==> src/rtl/rd_fwft_out.sv <==
// First-word-fall-through output stage for the read side of an async FIFO.
// Two-entry head/skid buffer fed by a one-cycle-latency memory read.
module rd_fwft_out #(
  parameter int WIDTH = 8
) (
  input  logic             i_RD_clk,
  input  logic             i_RD_rst,
  input  logic             i_Empty,
  output logic             o_RD_En,
  input  logic [WIDTH-1:0] i_Mem_Data,
  output logic [WIDTH-1:0] o_Data,
  output logic             o_Valid,
  input  logic             i_Ready,
  output logic [1:0]       o_Level,
  output logic             o_Err
);

  // encoding doubles as the occupancy count
  typedef enum logic [1:0] {
    EMPTY = 2'd0,
    ONE   = 2'd1,
    TWO   = 2'd2
  } state_t;

  state_t           state;
  logic             r_Inflight;
  logic [WIDTH-1:0] head;
  logic [WIDTH-1:0] skid;
  logic             err;
  logic             pop;
  logic             fetch;
  logic [1:0]       pending;

  assign o_Valid = (state != EMPTY);
  assign o_Level = state;
  assign o_Data  = head;
  assign o_Err   = err;

  assign pop     = o_Valid & i_Ready;
  assign pending = o_Level + {1'b0, r_Inflight};
  assign o_RD_En = ~i_RD_rst & ((pending < 2'd2) | pop);
  assign fetch   = o_RD_En & ~i_Empty;

  always_ff @(posedge i_RD_clk or posedge i_RD_rst) begin
    if (i_RD_rst) begin
      state      <= EMPTY;
      r_Inflight <= 1'b0;
      head       <= '0;
      skid       <= '0;
      err        <= 1'b0;
    end else begin
      r_Inflight <= fetch;
      unique case (state)
        EMPTY: begin
          if (r_Inflight) begin
            state <= ONE;
            head  <= i_Mem_Data;
          end
        end
        ONE: begin
          if (r_Inflight && pop) begin
            head <= i_Mem_Data;
          end else if (r_Inflight) begin
            state <= TWO;
            skid  <= i_Mem_Data;
          end else if (pop) begin
            state <= EMPTY;
          end
        end
        TWO: begin
          if (pop && r_Inflight) begin
            head <= skid;
            skid <= i_Mem_Data;
          end else if (pop) begin
            state <= ONE;
            head  <= skid;
          end else if (r_Inflight) begin
            // no room: drop the word and flag it until reset
            err <= 1'b1;
          end
        end
        default: state <= EMPTY;
      endcase
    end
  end

endmodule

==> config.mk <==
export PLATFORM = sky130hd
export DESIGN_NAME = rd_fwft_out
export DESIGN_NICKNAME = d
export VERILOG_FILES = /design/src/rtl/rd_fwft_out.sv
export SDC_FILE = /design/constraint.sdc
export NUM_CORES = 1
export LEC_CHECK = 0
export CAP_MARGIN = 10
export CELL_PAD_IN_SITES_DETAIL_PLACEMENT = 1
export CELL_PAD_IN_SITES_GLOBAL_PLACEMENT = 2
export CORE_MARGIN = 2
export CORE_UTILIZATION = 32
export CTS_CLUSTER_DIAMETER = 100
export DETAILED_ROUTE_END_ITERATION = 8
export GPL_TIMING_DRIVEN = 0
export PLACE_DENSITY_LB_ADDON = 0.08
export SLEW_MARGIN = 20
export SYNTH_ARGS = -nofsm -noshare
export SYNTH_HDL_FRONTEND = slang
export SYNTH_SLANG_ARGS = --single-unit
==> constraint.sdc <==
create_clock -name i_RD_clk -period 2.18 [get_ports i_RD_clk]
set_clock_uncertainty 0.15 [all_clocks]
set_input_delay 0.218 -clock i_RD_clk [delete_from_list [all_inputs] [get_ports i_RD_clk]]
set_output_delay 0.218 -clock i_RD_clk [all_outputs]
set_load 0.05 [all_outputs]
==> results of run 1 <==
-- through the flow --
stage / instances / utilization (%)
global route: 131 / 43.75
floorplan: 71 / -
finish: 131 / 43.75
CTS: 131 / 43.88
global placement: 127 / 42.21
detailed placement: 127 / 42.21
-- layout by cell type (no fill, tap or decap), drive strengths merged --
master | netlist | final
a211oi | 1 | 1
a21oi | 3 | 3
a31o | 1 | 1
and2b | 1 | 1
and3b | 1 | 1
buf | 4 | 4
bufinv | 0 | 1
clkbuf | 0 | 4
clkdlybuf4s50 | 0 | 21
dfrtp | 20 | 20
dlygate4sd2 | 0 | 1
inv | 2 | 2
mux2 | 24 | 24
mux2i | 1 | 1
nand2 | 1 | 1
nand2b | 1 | 1
nand3 | 1 | 1
nor2b | 2 | 2
nor3b | 2 | 2
o21ai | 2 | 2
o22ai | 1 | 1
o2bb2ai | 1 | 1
or2 | 1 | 1
xnor2 | 1 | 1
-- how the worst max path moves through the flow --
stage,startpoint,endpoint,slack [ns],cells past startpoint
2_1_floorplan,o_Level[0],skid[0],0.25,4
3_3_place_gp,r_Inflight,o_RD_En,0.14,5
3_5_place_dp,r_Inflight,o_RD_En,0.1,5
4_1_cts,r_Inflight,o_RD_En,0.03,5
5_1_grt,o_Level[0],o_Valid,0.17,3
6_report,o_Level[0],o_Valid,0.25,3
-- routing by layer --
| metal | vias up | global-route usage [%] |
|---|---|---|
| li1 | 307 | - |
| met1 | 341 | 15.57 |
| met2 | 13 | 20.34 |
| met3 | 2 | 2.165 |
| met4 | 0 | 4.762 |
| met5 | - | 0 |
-- critical path, cell delays in order (launching register included) --
cell           delay (ns)
dfrtp_1              0.39
buf_4                0.17
or2_2                0.29
dlygate4sd2_1        0.42
-- cell type report --
type                       count  area, um^2
clock buffer                   3       22.52
clock inverter                 1       30.03
tap                           33       41.29
timing repair buffer          23       224.0
multi-input combinational     45       459.2
buffer                         4       28.78
fill                         322        1689
inverter                       2       7.507
sequential                    20       500.5
-- flip-flops by register name, indices dropped and copies added (netlist names) --
name and flops:
o_Data 8, o_Err 1, o_Level 2, r_Inflight 1
skid 8
-- power breakdown --
| group | leakage (nW) | internal (mW) | switching (mW) |
|---|---|---|---|
| clock network | 0.0279 | 0.186 | 0.117 |
| registers | 0.242 | 0.513 | 0.0655 |
| logic | 0.277 | 0.293 | 0.404 |
-- repair_timing --
action	4_1_cts	5_1_grt
endpoints found under the setup margin	2	1
resized for setup	2	2
pin swaps	0	0
cloned	0	0
hold buffers	0	0
-- logic make-up after synthesis --
group | Yosys count | share of synthesized area (%)
AND/OR/NAND/NOR | 10 | 8.071
buffers and inverters | 6 | 3.658
XOR/XNOR | 1 | 0.8829
AO/OA/AOI/OAI | 9 | 8.702
multiplexers | 25 | 28.25
flip-flops | 20 | 50.44
==> impl_table.tex, run 1 <==
\begin{tabular}{lr}
\hline
Metric & Value \\
\hline
\multicolumn{2}{l}{\textbf{Synth}} \\
Mean instance size in the synthesized netlist & $\sim$14 um\^{}2 \\
Most used standard cell by instance count after synthesis & mux2\_2 \\
Synthesized net count & between 80 and 90 \\
Netlist cell types & 26 \\
Mapped Cells & 71 \\
Cell taking the most area after synthesis & dfrtp\_1 \\
Leading post-synthesis cells by instance count & mux2\_2, dfrtp\_1, a21oi\_1 \\
Number of enable flip-flop cells after synthesis & 0 \\
Async set or reset register ratio after synthesis & 100.0\% \\
Post-synth top area share & 50.44\% \\
Yosys synthesis warning count & 0 \\
Cell types with the largest area share after synthesis & dfrtp\_1, mux2\_2, o2bb2ai\_4 \\
Prevailing post-synth register cell & dfrtp\_1 \\
Synthesized cell area & roughly 1000 um\^{}2 \\
Sequential cell area fraction in the yosys report & between 50\% and 60\% \\
FF+latch count, synth & 20 \\
\multicolumn{2}{l}{\textbf{Power and ir drop}} \\
Worst IR drop on VDD & 461.9 uV \\
Leakage power figure & $\sim$0.55 nW \\
PnR Total Power & roughly 1.6 mW \\
Pwr per Cell Area & 1201 nW/um\^{}2 \\
\multicolumn{2}{l}{\textbf{GRT}} \\
Vias in the first global route & between 600 and 700 \\
Overall fraction of global-route tracks in use & around an eighth \\
Wire length of the first global-routing pass & 3187 um \\
Antenna violations before repair & 0 \\
Maximum number of pins on one net before global-route repair & 21 \\
GR Overflow Total & 0 \\
\multicolumn{2}{l}{\textbf{Detailed routing}} \\
DRC marker count from the first detailed-route iteration & 12 \\
Number of search-and-repair iterations in the first detailed-routing pass & 2 \\
Aggregate routed wire length & about 1900 um \\
Average vias per placed instance & 5.061 \\
Detailed-route DRC error count & 0 \\
Routed length on met3 & roughly 81 um \\
Met2 Wirelength & 984 um \\
Uppermost routed layer & met4 \\
Average routed wire per standard cell & 14.51 um \\
Residual antenna-violating net count after detailed routing & 0 \\
Total via count after detailed routing & 663 \\
Met1 WL & 816 um \\
\multicolumn{2}{l}{\textbf{Critical path}} \\
Number of cells traversed by the worst register-to-register path & 4 \\
Critical path start-end classification & register to primary output \\
Worst R2R Start & o\_Level[0] \\
Sort of element at the start of the critical path & register \\
Crit-path max FO & 10 \\
CP required & approximately 1.8 ns \\
Data arrival, critical path & 1.57 ns \\
Register-to-register path setup slack & roughly 0.46 ns \\
Kind of capture point of the worst setup path & primary output \\
Worst flop-to-flop path endpoint & skid[6] \\
\multicolumn{2}{l}{\textbf{Floorplanning}} \\
Die width & between 50 and 60 um \\
Initial Utilization & approximately a third \\
Core area & $\sim$3000 um\^{}2 \\
Number of rows created at floorplan & 20 \\
Number of ports placed on the die boundary & 25 \\
Area of the die & 3562 um\^{}2 \\
Chip Height & approximately 60 um \\
\multicolumn{2}{l}{\textbf{Clock tree}} \\
Clock insertion delay at the later pin of the skew report & between 0.2 and 0.3 ns \\
Clock tree buffer depth & 2 \\
TritonCTS Sinks & 20 \\
Clock buffers created by TritonCTS & 3 \\
Post-CTS Setup Repair Bufs & 0 \\
Master cell of the clock root buffer & clkbuf\_4 \\
TritonCTS clock tree & built \\
Htree depth & 1 \\
Clock-pin slew on the worst setup and hold paths & 0.11 ns \\
\multicolumn{2}{l}{\textbf{Min path}} \\
Hold WC Path Type & primary input to register \\
Min-Delay Endpoint & r\_Inflight \\
Cell depth of the worst min-delay path & 3 \\
Origin of the worst min-delay path & i\_Ready \\
\multicolumn{2}{l}{\textbf{Cells and area}} \\
Final instance area & roughly 1300 um\^{}2 \\
Final antenna diode count & 0 \\
Final Net Count & $\sim$110 \\
Area added between synthesis and finish & 32.41\% \\
Fraction of layout cells with a size suffix above 1 & approximately 41\% \\
\multicolumn{2}{l}{\textbf{Placed design}} \\
Final weighted congestion in routability-driven placement & 0.7033 \\
Post-detailed-placement cell area & around 1300 um\^{}2 \\
Setup slack at placement & roughly 0.096 ns \\
Number of I/O port buffers & 23 \\
Post-detailed-placement half-perimeter wirelength & $\sim$1400 um \\
\multicolumn{2}{l}{\textbf{STA}} \\
Minimum clock period & approximately 1.9 ns \\
Final Setup Violations & 0 \\
Worst hold slack & between 0.15 and 0.2 ns \\
Final cycle utilization of the critical path & between 80\% and 90\% \\
Hold Violations, Final & 0 \\
Remaining max-slew budget at the tightest pin & about half \\
Count of pins over their slew limit & 0 \\
Post-Route Setup TNS & 0 ns \\
Least-Margin Pin Slew & 0.7772 ns \\
Final critical-path setup slack & approximately 0.25 ns \\
Max frequency & roughly 520 MHz \\
Setup repair after global routing missed its margin & false \\
\multicolumn{2}{l}{\textbf{Run}} \\
Number of max-cap violations & 0 \\
\multicolumn{2}{l}{\textbf{Status}} \\
Status & complete, no violations \\
\hline
\end{tabular}
Note: power is estimated with default switching activity, not from simulation.
==> run 2: changes to the inputs <==
- MAX_ROUTING_LAYER: unset -> met4
- PLACE_DENSITY: unset -> 0.74
- PLACE_DENSITY_LB_ADDON: 0.08 -> unset
- clock period: 2.18 -> 1.85 ns (I/O delays scaled with it)
==> run 2 against run 1 <==
Compared with the run above:
- worst setup slack got worse by 0.19 ns
- wire length decreased by 8.1%
- clock power decreased by 30%
- sequential share of layout area increased by 0.41 points
- count of clock-buffer cells in the layout increased by 1
- sequential power increased by 17%
- global-route usage increased by 0.072 points
- critical path depth decreased by 2
- flip-flop and latch count unchanged
- register-to-register slack got worse by 0.31 ns
==> impl_table.tex, run 2 (synthesis results as in run 1) <==
\begin{tabular}{lr}
\hline
Metric & Value \\
\hline
\multicolumn{2}{l}{\textbf{STA}} \\
Final Setup Violations & 0 (unchanged) \\
Least-Margin Pin Slew & 0.7749 ns (-0.002322 ns) \\
Minimum clock period & roughly 1.8 ns \\
Worst hold slack & 0.1515 ns (-0.04183 ns) \\
Final critical-path setup slack & 0.05894 ns (-0.1873 ns) \\
Hold Violations, Final & 0 (unchanged) \\
Remaining max-slew budget at the tightest pin & 48.29\% (+0.15 points) \\
Setup repair after global routing missed its margin & false \\
Max frequency & about 560 MHz \\
Final cycle utilization of the critical path & 96.81\% \\
Count of pins over their slew limit & 0 (unchanged) \\
\multicolumn{2}{l}{\textbf{Placed design}} \\
Number of I/O port buffers & 23 (unchanged) \\
Post-detailed-placement half-perimeter wirelength & 1327 um (-4.0\%) \\
Post-detailed-placement cell area & 1270 um\^{}2 (+0.20\%) \\
Setup slack at placement & -0.1819 ns (-0.2780 ns) \\
Final weighted congestion in routability-driven placement & 0.6280 (-11\%) \\
\multicolumn{2}{l}{\textbf{Critical path}} \\
Number of cells traversed by the worst register-to-register path & 4 (unchanged) \\
Family of cells with the greatest summed delay on the critical path & buffers and inverters \\
Crit path largest cell delay & 0.81 ns (+0.39 ns) \\
Number of gates on the worst path with buffers counted & 1 (-2) \\
Crit-path max FO & 2 (-8) \\
Critical path start-end classification & register to primary output \\
Sort of element at the start of the critical path & register \\
CP required & 1.51 ns (-0.30 ns) \\
CP bufs+invs & 1 (-1) \\
Kind of capture point of the worst setup path & primary output \\
Slowest stage cell, crit path & clkdlybuf4s50\_1 \\
Crit path cell chain & clkdlybuf4s50\_1 \\
Data arrival, critical path & 1.46 ns (-0.11 ns) \\
\multicolumn{2}{l}{\textbf{Cells and area}} \\
Leading cell type in the layout, fill and taps excluded & mux2\_2 \\
Fraction of layout cells with a size suffix above 1 & 43.88\% (+3.1 points) \\
Area added between synthesis and finish & 31.65\% \\
Sequential cell area & 503.0 um\^{}2 (+0.50\%) \\
Final antenna diode count & 0 (unchanged) \\
Leading cell types in the layout, fill and taps excluded & mux2\_2, clkdlybuf4s50\_1, dfrtp\_1, clkbuf\_4, dlymetal6s2s\_1 \\
Area of combinational cells with multiple inputs & 466.7 um\^{}2 (+1.6\%) \\
Final instance area & 1306 um\^{}2 (-0.57\%) \\
Layout filler cell count & 324 (+0.62\%) \\
Final Net Count & 111 (unchanged) \\
\multicolumn{2}{l}{\textbf{Detailed routing}} \\
Total via count after detailed routing & 645 (-2.7\%) \\
DRC marker count from the first detailed-route iteration & 17 (+5) \\
Average routed wire per standard cell & 13.34 um (-8.1\%) \\
Average vias per placed instance & 4.924 (-2.7\%) \\
Detailed-route DRC error count & 0 (unchanged) \\
Residual antenna-violating net count after detailed routing & 0 (unchanged) \\
Number of search-and-repair iterations in the first detailed-routing pass & 2 (unchanged) \\
Aggregate routed wire length & 1747 um (-8.1\%) \\
\multicolumn{2}{l}{\textbf{Floorplanning}} \\
Initial Utilization & 33.04\% (unchanged) \\
Core area & 3003 um\^{}2 (unchanged) \\
Number of rows created at floorplan & 20 (unchanged) \\
Area of the die & 3562 um\^{}2 (unchanged) \\
Number of ports placed on the die boundary & 25 (unchanged) \\
Chip Height & 59.69 um (unchanged) \\
Die width & 59.69 um (unchanged) \\
\multicolumn{2}{l}{\textbf{Power and ir drop}} \\
Internal power & 1.035 mW (+4.4\%) \\
Pwr per Cell Area & 1309 nW/um\^{}2 (+9.0\%) \\
Leakage power figure & 0.5792 nW (+5.9\%) \\
Worst IR drop on VDD & 507.6 uV (+9.9\%) \\
Fraction of power consumed by sequential logic & 39.8\% (+3.1 points) \\
Clk network pwr share & 12.4\% (-6.8 points) \\
Switching power share of the total & 39.48\% (+2.3 points) \\
Combinational share of power & 47.8\% (+3.7 points) \\
PnR Total Power & 1.710 mW (+8.4\%) \\
Power dissipated by switching net loads & 675.2 uW (+15\%) \\
\multicolumn{2}{l}{\textbf{GRT}} \\
Overall fraction of global-route tracks in use & 12.26\% (+0.072 points) \\
GR Overflow Total & 0 (unchanged) \\
Maximum number of pins on one net before global-route repair & 21 (unchanged) \\
Antenna violations before repair & 0 (unchanged) \\
Wire length of the first global-routing pass & 3167 um (-0.63\%) \\
Vias in the first global route & 697 (+4.8\%) \\
\multicolumn{2}{l}{\textbf{Clock tree}} \\
Htree depth & 1 (unchanged) \\
Clock tree buffer depth & 2 (unchanged) \\
Clock-pin slew on the worst setup and hold paths & 0.11 ns (about the same) \\
TritonCTS clock tree & built \\
Post-CTS Hold Buffers & 0 (unchanged) \\
Post-CTS Setup Repair Bufs & 0 (unchanged) \\
Master cell of the clock root buffer & clkbuf\_4 \\
Clock buffers created by TritonCTS & 3 (unchanged) \\
TritonCTS Sinks & 20 (unchanged) \\
Clock insertion delay at the later pin of the skew report & 0.29 ns (about the same) \\
\multicolumn{2}{l}{\textbf{Status}} \\
Status & complete, no violations \\
\multicolumn{2}{l}{\textbf{Min path}} \\
Hold WC Path Type & primary input to register \\
Cell depth of the worst min-delay path & 3 (unchanged) \\
\multicolumn{2}{l}{\textbf{Run}} \\
Number of max-cap violations & 0 (unchanged) \\
\hline
\end{tabular}
==> run 2: cell types whose count changed in the layout (fill, tap and decap cells not counted), sizes merged <==
cell,change
bufinv,-1
clkbuf,+1
clkdlybuf4s50,-3
dlymetal6s2s,+3
dlygate4sd2,-1
buf,+1
==> run 2: power by group through the flow <==
stage	registers, mW	clock network, mW	logic, mW
floorplan	0.968	0	0.299
global placement	0.686	0	0.824
global route	0.711	0.242	0.861
CTS	0.685	0.228	0.827
detailed placement	0.694	0	0.831
finish	0.680	0.212	0.817
==> run 2: path summary, 6_finish.rpt <==
kind,startpoint,end,slack (ns)
hold reg to reg,o_Err,o_Err,0.34
hold / removal,i_Ready,r_Inflight,0.15
max in group asynchronous,i_RD_rst,o_Level[1],0.77
setup reg to reg,o_Level[1],skid[6],0.15
setup / recovery,o_Data[3],o_Data[3],0.06
min in group asynchronous,i_RD_rst,r_Inflight,0.25
==> run 2: layout make-up <==
class / count / share of cell area [%]
inverters: 2 / 0.5747
clock buffers: 4 / 2.011
well taps: 33 / 3.161
repair buffers: 23 / 17.62
plain buffers: 4 / 2.395
flip-flops and latches: 20 / 38.51
multi-input cells: 45 / 35.73
==> run 2: repair_timing <==
| item | CTS | global route |
|---|---|---|
| resized for setup | 10 | 7 |
| endpoints found under the setup margin | 2 | 4 |
| endpoints found under the hold margin | 0 | 0 |
==> run 2: routing by layer <==
metal | part of all wire (%) | wire [um] | global-route usage (%) | vias up
li1 | - | - | - | 306
met1 | 45 | 779 | 15.42 | 324
met2 | 50 | 877 | 19.25 | 13
met3 | 4.3 | 75 | 1.948 | 2
met4 | 0.80 | 14 | 5.714 | 0
met5 | 0 | 0 | - | -
==> run 2: worst min-delay path, delay by kind of cell <==
family	cells	cell delay (ns)
AOI/OAI and AO/OA	1	0.09
buffers and inverters	2	0.30
==> run 2: per-stage QoR <==
stage | setup TNS [ns] | cells | util, %
2_1_floorplan | 0 | 71 | -
3_3_place_gp | -0.2000 | 127 | 42.29
3_5_place_dp | -0.2034 | 127 | 42.29
4_1_cts | 0 | 131 | 42.83
5_1_grt | 0 | 131 | 43.50
6_report | 0 | 131 | 43.50
==> run 3: changes to the inputs <==
- clock period: 1.85 -> 1.7 ns (I/O delays scaled with it)
==> run 3 against run 2 <==
Compared with the run above:
- the run now ends with negative setup slack left
- worst setup slack worse by 0.061 ns
- utilization up 6.6 points
- count of clock-buffer cells in the layout down 1
- largest cell class is now multi-input gates
==> impl_table.tex, run 3 (synthesis results as in run 1) <==
\begin{tabular}{lr}
\hline
Metric & Value \\
\hline
\multicolumn{2}{l}{\textbf{GRT}} \\
Wire length of the first global-routing pass & 3318 um (+4.8\%) \\
GRT met1 Usage & 16.46\% (+1.0 points) \\
Met3 capacity usage during global routing & 1.948\% (unchanged) \\
Overall fraction of global-route tracks in use & 13.16\% (+0.91 points) \\
GR Overflow Total & 0 (unchanged) \\
Grt met2 use & 20.65\% (+1.4 points) \\
Antenna violations before repair & 0 (unchanged) \\
Maximum number of pins on one net before global-route repair & 21 (unchanged) \\
Vias in the first global route & 706 (+1.3\%) \\
Highest-utilization routing layer at the global route stage & met2 \\
\multicolumn{2}{l}{\textbf{Placed design}} \\
Post-detailed-placement half-perimeter wirelength & 1380 um (+4.0\%) \\
Number of I/O port buffers & 23 (unchanged) \\
Inst Count DP & 127 (unchanged) \\
Final weighted congestion in routability-driven placement & 0.6925 (+10\%) \\
\multicolumn{2}{l}{\textbf{Cells and area}} \\
Final Net Count & 118 (+6.3\%) \\
Area of combinational cells with multiple inputs & 521.8 um\^{}2 (+12\%) \\
Layout Utilization & 50.08\% (+6.6 points) \\
Finished Layout Cells & 138 (+5.3\%) \\
Leading cell type in the layout, fill and taps excluded & dfrtp\_1 \\
Fraction of layout cells with a size suffix above 1 & 50.48\% (+6.6 points) \\
Sequential cell area & 503.0 um\^{}2 (unchanged) \\
Layout filler cell count & 306 (-5.6\%) \\
Final antenna diode count & 0 (unchanged) \\
Leading cell types in the layout, fill and taps excluded & dfrtp\_1, mux2\_2, mux2\_4, dlygate4sd2\_1, clkdlybuf4s50\_1 \\
Area added between synthesis and finish & 51.58\% \\
\multicolumn{2}{l}{\textbf{Status}} \\
Status & complete, but fails checks \\
Failing checks & negative setup slack \\
\multicolumn{2}{l}{\textbf{Critical path}} \\
Register-to-register path setup slack & -0.002 ns (-0.15 ns) \\
Number of cells traversed by the worst register-to-register path & 5 (+1) \\
Data arrival, critical path & 1.76 ns (+0.30 ns) \\
Worst flop-to-flop path endpoint & o\_Data[1] \\
Kind of capture point of the worst setup path & register \\
CP required & 1.76 ns (+0.25 ns) \\
Worst R2R Start & o\_Level[1] \\
Source of the critical timing path & o\_Level[1] \\
Crit-path max FO & 8 (+6) \\
Critical path start-end classification & register to register \\
Sort of element at the start of the critical path & register \\
\multicolumn{2}{l}{\textbf{Clock tree}} \\
Master cell of the clock root buffer & clkbuf\_4 \\
Clock-pin slew on the worst setup and hold paths & 0.12 ns (about the same) \\
Post-CTS Hold Buffers & 0 (unchanged) \\
Clock insertion delay at the later pin of the skew report & 0.31 ns (+0.02 ns) \\
Htree depth & 1 (unchanged) \\
Clock buffers created by TritonCTS & 3 (unchanged) \\
TritonCTS clock tree & built \\
TritonCTS Sinks & 20 (unchanged) \\
Clock tree buffer depth & 2 (unchanged) \\
\multicolumn{2}{l}{\textbf{Min path}} \\
Origin of the worst min-delay path & i\_Ready \\
Min-Delay Endpoint & o\_Level[0] \\
Hold WC Path Type & primary input to register \\
Cell depth of the worst min-delay path & 3 (unchanged) \\
\multicolumn{2}{l}{\textbf{STA}} \\
Final critical-path setup slack & -0.001827 ns (-0.06076 ns) \\
Max frequency & 587.6 MHz \\
Final Setup Violations & 1 (+1) \\
Remaining max-slew budget at the tightest pin & 50.02\% (+1.7 points) \\
Count of pins over their slew limit & 0 (unchanged) \\
Least-Margin Pin Slew & 0.7489 ns (-0.02594 ns) \\
Worst hold slack & 0.1413 ns (-0.01017 ns) \\
Final cycle utilization of the critical path & 100.1\% \\
Setup repair after global routing missed its margin & true \\
Hold Violations, Final & 0 (unchanged) \\
Minimum clock period & roughly 1.7 ns \\
\multicolumn{2}{l}{\textbf{Detailed routing}} \\
Total via count after detailed routing & 683 (+5.9\%) \\
Aggregate routed wire length & 2129 um (+22\%) \\
Number of search-and-repair iterations in the first detailed-routing pass & 3 (+1) \\
DRC marker count from the first detailed-route iteration & 2 (-15) \\
Residual antenna-violating net count after detailed routing & 0 (unchanged) \\
Average vias per placed instance & 4.949 (+0.52\%) \\
Average routed wire per standard cell & 15.43 um (+16\%) \\
Detailed-route DRC error count & 0 (unchanged) \\
\multicolumn{2}{l}{\textbf{Power and ir drop}} \\
Pwr per Cell Area & 1430 nW/um\^{}2 (+9.2\%) \\
PnR Total Power & 2.151 mW (+26\%) \\
Worst IR drop on VDD & 597.0 uV (+18\%) \\
Leakage power figure & 0.6876 nW (+19\%) \\
\multicolumn{2}{l}{\textbf{Floorplanning}} \\
Area of the die & 3562 um\^{}2 (unchanged) \\
Die width & 59.69 um (unchanged) \\
Number of rows created at floorplan & 20 (unchanged) \\
Core area & 3003 um\^{}2 (unchanged) \\
Number of ports placed on the die boundary & 25 (unchanged) \\
Chip Height & 59.69 um (unchanged) \\
Initial Utilization & 33.04\% (unchanged) \\
\multicolumn{2}{l}{\textbf{Run}} \\
Number of max-cap violations & 0 (unchanged) \\
\hline
\end{tabular}
-- run 3: cell count changes in the layout (fill, tap and decap cells not counted), sizes merged --
cell | before | now
dlygate4sd2 | 0 | 11
buf | 5 | 11
dlymetal6s2s | 3 | 0
clkdlybuf4s50 | 18 | 10
bufinv | 0 | 1
-- run 3: worst max-delay path: stages, from the launching register on --
cell	delay, ns
dfrtp_2	0.45
buf_8	0.14
and2b_2	0.24
o2bb2ai_4	0.13
buf_12	0.16
mux2_2	0.33
-- run 3: how the worst max path moves through the flow --
stage           endpoint  depth (start not counted)  slack, ns
6_report       o_Data[1]                          5     -0.002
5_1_grt          o_RD_En                          5      -0.05
4_1_cts          o_RD_En                          5      -0.01
3_5_place_dp     o_RD_En                          5      -0.30
3_3_place_gp     o_RD_En                          5      -0.30
2_1_floorplan    skid[0]                          4      -0.04
-- run 3: area by class of cell --
| type | instances | share of cell area (%) |
|---|---|---|
| Buffer | 4 | 3.078 |
| Clock buffer | 3 | 1.498 |
| Clock inverter | 1 | 1.997 |
| Inverter | 2 | 0.4992 |
| Multi-Input combinational cell | 45 | 34.69 |
| Sequential cell | 20 | 33.44 |
| Tap cell | 33 | 2.745 |
| Timing Repair Buffer | 30 | 22.05 |
-- run 3: metrics by stage --
stage / TNS, ns / setup WS [ns] / area [um^2]
final: -0.001827 / -0.001827 / 1504
after global routing: -0.2451 / -0.04993 / 1504
after CTS: -0.01035 / -0.01035 / 1351
after detailed placement: -0.4674 / -0.2988 / 1291
after global placement: -0.4280 / -0.2974 / 1291
after floorplan: -0.4527 / -0.03677 / 1020
-- run 3: repair_timing --
item / 4_1_cts / 5_1_grt
cloned: 0 / 2
hold endpoints to repair: 0 / 0
endpoints found under the setup margin: 26 / 11
pin swaps: 3 / 4
setup buffers: 1 / 4
gates resized for setup: 25 / 15
-- run 3: where the power goes --
part / total, mW / switching, mW / internal, mW
clock network: 0.391 / 0.152 / 0.238
logic: 0.996 / 0.548 / 0.448
registers: 0.765 / 0.104 / 0.660
total: 2.15 / 0.804 / 1.35
-- run 3: per-layer routing --
| layer | vias up | share of wire, % | routed length, um |
|---|---|---|---|
| met3 | 4 | 3.2 | 69 |
| met1 | 342 | 47 | 1008 |
| met2 | 17 | 48 | 1023 |
| met5 | - | 0 | 0 |
| li1 | 320 | - | - |
| met4 | 0 | 1.3 | 27 |
